--- src/rtl/uart_xmit_ctl.sv ---
// -----------------------------------------------------------------------------
// uart_xmit_ctl
//
// Control and baud-timing stage for a UART transmit shift register. Bytes
// arrive over a ready/valid handshake. The data byte is wired straight to the
// shift register's data input and is captured on the same edge as sh_ld. This
// block only sequences the shift register so that one 8N1 frame (start, eight
// data bits LSB first, stop) appears on txd for each accepted byte.
//
// Parameters:
//   CLKFREQ  system clock frequency in Hz
//   BAUD     line rate in bits/s
//   (BAUD_COUNT = CLKFREQ/BAUD clocks per bit; must be at least 2)
//
// Ports:
//   clk      in   system clock, rising edge
//   rst      in   asynchronous, active-high reset
//   valid    in   upstream byte available
//   ready    out  controller can accept a byte this cycle
//   sh_idle  out  shift register: force the line to mark (has priority)
//   sh_ld    out  shift register: load {stop, data, start}
//   sh_en    out  shift register: shift one bit toward txd
//   tx_done  out  one-cycle pulse as the final stop-bit period ends
//
// Build option:
//   UART_XMIT_CTL_TWO_STOP_EN  when defined, a second stop bit is sent
//                              (frame = 11 bit periods instead of 10).
// -----------------------------------------------------------------------------
`timescale 1ns/1ps

module uart_xmit_ctl #(
  parameter int CLKFREQ = 100_000_000,
  parameter int BAUD    = 9600
) (
  input  logic clk,
  input  logic rst,
  input  logic valid,
  output logic ready,
  output logic sh_idle,
  output logic sh_ld,
  output logic sh_en,
  output logic tx_done
);

  localparam int BAUD_COUNT = CLKFREQ / BAUD;
  localparam int BCW        = (BAUD_COUNT < 2) ? 1 : $clog2(BAUD_COUNT);

  generate
    if (BAUD_COUNT < 2) begin : g_bad_baud
      $error("uart_xmit_ctl: CLKFREQ/BAUD must be at least 2");
    end
  endgenerate

  localparam logic [0:0] IDLE = 1'b0;
  localparam logic [0:0] SEND = 1'b1;

  // Index of the final bit period of a frame (start bit is index 0).
`ifdef UART_XMIT_CTL_TWO_STOP_EN
  localparam logic [3:0] BIT_LAST = 4'd10;
`else
  localparam logic [3:0] BIT_LAST = 4'd9;
`endif

  localparam logic [BCW-1:0] CNT_LAST = BCW'(BAUD_COUNT - 1);
  // The final stop-bit period ends one count early inside SEND: the IDLE
  // cycle that follows supplies its last clock. That IDLE cycle is where a
  // new byte can be loaded, so back-to-back frames are exactly
  // BAUD_COUNT*(BIT_LAST+1) cycles apart with no extra mark time.
  localparam logic [BCW-1:0] CNT_END  = BCW'(BAUD_COUNT - 2);

  logic [0:0]     state;
  logic [BCW-1:0] baud_cnt;
  logic [3:0]     bit_cnt;
  logic           done_pend;

  logic in_idle;
  logic bit_end;
  logic frame_end;

  always_comb begin
    in_idle   = (state == IDLE);
    bit_end   = (state == SEND) && (baud_cnt == CNT_LAST) && (bit_cnt != BIT_LAST);
    frame_end = (state == SEND) && (baud_cnt == CNT_END)  && (bit_cnt == BIT_LAST);
  end

  // All strobes are held low while rst is asserted; the shift register's own
  // reset governs the line during that time.
  always_comb begin
    ready   = ~rst & in_idle;
    sh_ld   = ~rst & in_idle & valid;
    sh_idle = ~rst & in_idle & ~valid;
    sh_en   = ~rst & bit_end;
    tx_done = ~rst & done_pend;
  end

  always_ff @(posedge clk or posedge rst) begin
    if (rst) begin
      state     <= IDLE;
      baud_cnt  <= '0;
      bit_cnt   <= '0;
      done_pend <= 1'b0;
    end else begin
      // tx_done lands in the IDLE cycle that closes the last stop bit.
      done_pend <= frame_end;
      case (state)
        IDLE: begin
          if (valid) begin
            state    <= SEND;
            baud_cnt <= '0;
            bit_cnt  <= '0;
          end
        end
        SEND: begin
          if (frame_end) begin
            state    <= IDLE;
            baud_cnt <= '0;
            bit_cnt  <= '0;
          end else if (baud_cnt == CNT_LAST) begin
            baud_cnt <= '0;
            bit_cnt  <= bit_cnt + 4'd1;
          end else begin
            baud_cnt <= baud_cnt + 1'b1;
          end
        end
        default: begin
          state    <= IDLE;
          baud_cnt <= '0;
          bit_cnt  <= '0;
        end
      endcase
    end
  end

endmodule
--- config.mk ---
export PLATFORM = sky130hd
export DESIGN_NAME = uart_xmit_ctl
export DESIGN_NICKNAME = d
export VERILOG_FILES = /design/src/rtl/uart_xmit_ctl.sv
export SDC_FILE = /design/constraint.sdc
export NUM_CORES = 1
export LEC_CHECK = 0
export BUFFER_PORTS_ARGS = -buffer_cell sky130_fd_sc_hd__buf_2
export CORE_ASPECT_RATIO = 1.4
export CORE_MARGIN = 2
export CORE_UTILIZATION = 40
export DETAILED_ROUTE_END_ITERATION = 8
export GPL_TIMING_DRIVEN = 1
export PLACE_DENSITY_LB_ADDON = 0.12
export RECOVER_POWER = 100
export SLEW_MARGIN = 20
export SYNTH_ARGS = -nofsm -noshare
export SYNTH_HDL_FRONTEND = slang
export SYNTH_SLANG_ARGS = --single-unit
--- constraint.sdc ---
create_clock -name clk -period 4.83 [get_ports clk]
set_input_delay 0.966 -clock clk [delete_from_list [all_inputs] [get_ports clk]]
set_output_delay 0.966 -clock clk [all_outputs]
set_load 0.01 [all_outputs]
# After elaboration in Yosys (flattened, before gate mapping)
# Cells that the tools add are included.
# word_totals
mem_bits_rw	0
output_inout_bits	5
romBits	0
input_bits	3
n_memories	0
register_bits	20
latch_bits	0
# op_classes
magnitude_cmp	0
n_mul	0
n_eq_ne	6
mux	11
bitwise_logic	8
n_shift	0
n_reduce_logical	5
div	0
add_sub_neg	2
# ops
operator	n
14-bit 2-to-1 mux	3
14-bit == test (second input constant)	2
14-bit one-hot mux with 2 select lines	1
14-bit by 1-bit adder with 14-bit output (second input constant)	1
4-bit 2-to-1 mux	3
4-bit one-hot mux with 2 select lines	1
1-bit AND	5
4-bit by 1-bit adder with 4-bit output (second input constant)	1
4-bit == test (second input constant)	1
1-bit logical AND	4
4-bit inequality test (second input constant)	1
3-bit by 1-bit inequality test with 1-bit output (second input constant)	1
1-bit NOT	3
1-bit 2-to-1 mux	2
2-bit inequality test (second input constant)	1
1-bit one-hot mux with 2 select lines	1
2-bit AND reduction	1

# Logic depth before layout (Yosys ltp)
# logic_depth
ltp_word	5
depth_mapped	7
mapped_depth_nobuf	6

# Worst setup path before layout
# Ideal clock, no wire load.
# synth_path
path_kind	input port to output port
from	in rst
to	out sh_ld
n_path_buf	0
setup_slack_ns	2.513
path_stages	2
t_arrival_ns	1.351
path_cell_list	nor2_1 and2_1
# synth_via
elab_chain_cells	3
# synth_lines
element	line_no	text
from (decl)	36	input logic rst,
1-bit NOT	90	sh_ld = ~rst & in_idle & valid;
1-bit AND (2 in a row)	90	
to (decl)	40	output logic sh_ld,
# No other way between the ends.

# Final worst setup path
# layout_path
from	reg baud_cnt[8]
to	out sh_en
# layout_via
elab_chain_cells	4
# layout_lines
element	line_no	text
from (decl)	72	logic [BCW-1:0] baud_cnt;
from (signal assigned)	122	baud_cnt <= baud_cnt + 1'b1;
14-bit == test	82	bit_end = (state == SEND) && (baud_cnt == CNT_LAST) && (bit_cnt != BIT_LAST);
1-bit logical AND (2 in a row)	82	
1-bit AND	92	sh_en = ~rst & bit_end;
to (decl)	41	output logic sh_en,
# No other way between the ends.

==> metrics.txt <==
status=finished with violations; failing checks=capacitance limit, slew limit; cell leakage power=0.5141 nW; Post-synth EDFFs=0; Post-Syn Instances=119; post-layout min period=3033 ps; vias in the first global route=899; most frequent cells in the layout=nor2_1, dfrtp_1, xnor2_1, inv_1; Slew headroom=-14.53%; Setup Fix Bufs, Post-CTS=0; ant diodes=0; synthesized area=1132 sq um; Clock Skew=13.17 ps; Worst-Skew Late Latency=310 ps; count of input and output buffers=7; fraction of final layout cells with drive strength greater than 1=6.250%; synth-to-layout area growth=7.293%; pin count of the biggest net entering global routing=21; RSZ-0062 raised after global routing=no; area of the die=3278 sq um; main flop type after synthesis=dfrtp_1; hpwl dp=1608 um; peak supply drop=0.0002242 V; yosys warns=0; Fin Hold WS=546.2 ps; drt via density=5.220; syn nets=126; critical path startpoint=baud_cnt[8]$_DFFE_PP0P_; period utilization=a little over three fifths; Synth area leader=dfrtp_1; die height=66.95 um; setup TNS=0 ps; post-synthesis register bit count=20; DRT antenna net count=0; row cnt=22; CP Class=flip-flop to output pin; critical path capture point type=output pin; first-pass GRT wire length=between 3000 and 4000 um; routed vias=856; Overall Power=between 0.0004 and 0.0005 W; ys async rst share=100.0%; Hold Crit Depth=1; Worst-path clk slew=120 ps; required time worst endpoint=3860 ps; final core utilization=45.50%; Worst-Margin Slew=between 1500 and 2000 ps; cts hold-fix bufs=0; Final setup viols=0; top-area cell type share of the netlist area=44.20%; core area=2670 sq um; GR peak layer=met2; Finished Layout Cells=164; TritonCTS clock tree=built; H-tree Lvls=1; final hold vios=0; clock sink total=20; gr ovfl total=0; Hold WC Path Type=flip-flop to flip-flop; # nets final=between 100 and 150; worst-case clock buffer depth=2; met3 Track Usage GR=under 10%; worst r2r dst=bit_cnt[0]$_DFFE_PP0P_; Ports=8; Die Span X=48.97 um; Netlist cell types=33; total track usage=16.14%; met2 Use GR=28.60%; internal reg-to-reg setup slack=about 1900 ps; hold path start=bit_cnt[0]$_DFFE_PP0P_; Seq/Total Area, Yosys=44.20%; top post-synthesis cells by area=dfrtp_1, xnor2_1, nor2_1; initial antenna violation count=0; commonest non-fill, non-tap cell in the layout=nor2_1; crit path max fanout=4; CP Data Arrival Time=2070 ps; final wirelength=about 2200 um; met1 Usage GRT=between 10% and 20%; Pins Over Slew Limit=16; Power per Cell Area=365.1 nW/um^2; TritonCTS Buffers=3; clk root buf=clkbuf_4; Worst setup SP type=flip-flop; gpl congestion=0.7629; FF-to-FF path depth=4; Initial Utilization=42.41%; FMAX=between 300 and 400 MHz; max-cap violations=1; placed cells=160; Initial DRC Count=15; # DRC=0; WL/cell=13.20 um; Hold EP=bit_cnt[0]$_DFFE_PP0P_; Resized Gates After CTS=0; Pre-antenna DRT Iters=4; FF-to-FF Start=baud_cnt[8]$_DFFE_PP0P_; Synth Area per Inst=9.515 sq um
==> power breakdown <==
group | internal (W) | switching [W] | total [W]
registers | 0.000199 | 0.0000405 | 0.000239
clock network | 0.0000460 | 0.0000517 | 0.0000977
logic | 0.0000487 | 0.0000582 | 0.000107
total | 0.000293 | 0.000150 | 0.000444
==> how the worst max path moves through the flow <==
stage	to	slack, ps
2_1_floorplan	sh_ld	2510
3_3_place_gp	sh_en	2390
3_5_place_dp	sh_en	2390
4_1_cts	sh_en	2110
5_1_grt	sh_en	1580
6_report	sh_en	1800
==> sequential cells by signal (all words and copies together), names as in the netlist <==
register	flops
baud_cnt	14
done_pend	1
state	1
bit_cnt	4
==> synthesized netlist by cell type, drive strengths merged, types with 2 or more instances <==
cell type,instances
and2,4
and4b,2
dfrtp,20
ha,4
inv,8
nand2,4
nand2b,2
nand3,5
nand4,4
nor2,22
nor2b,2
nor3,5
nor4,3
o211ai,2
o21ai,6
xnor2,12
==> stage by stage <==
step | setup slack (ps) | cell area, sq um
6_report | 1797 | 1215
5_1_grt | 1582 | 1215
4_1_cts | 2112 | 1240
3_5_place_dp | 2385 | 1204
3_3_place_gp | 2391 | 1204
2_1_floorplan | 2513 | 1132
==> cells by family after synthesis <==
family | share of synthesized area (%)
and+or+nand+nor | 29.17
DFF | 44.20
AOI/OAI and AO/OA | 8.618
xor gates and xnor gates | 9.282
buffers and inverters | 3.425
adders and majority gates | 4.420
muxes | 0.8840
==> cell type report <==
class / count / area, sq um
Timing Repair Buffer: 7 / 28.78
Multi-Input combinational cell: 89 / 574.3
Clock buffer: 4 / 36.28
Sequential cell: 20 / 500.5
Fill cell: 278 / 1455
Inverter: 8 / 30.03
Tap cell: 36 / 45.04
==> routing by layer <==
layer  wire length (um)  share of wire (%)  vias to the layer above
met2               1110                 51                       10
met1                979                 45                      411
met3                 50                2.3                        2
met5                  0                  0                        -
met4                 24                1.1                        0
li1                   -                  -                      433
==> critical path, cell delays in order, from the launching register on <==
cell and delay (ps):
dfrtp_1 440, nor4b_1 570, nand4_1 310, a311oi_1 270, clkbuf_1 180
No activity file was read; power rests on OpenSTA's default activity.
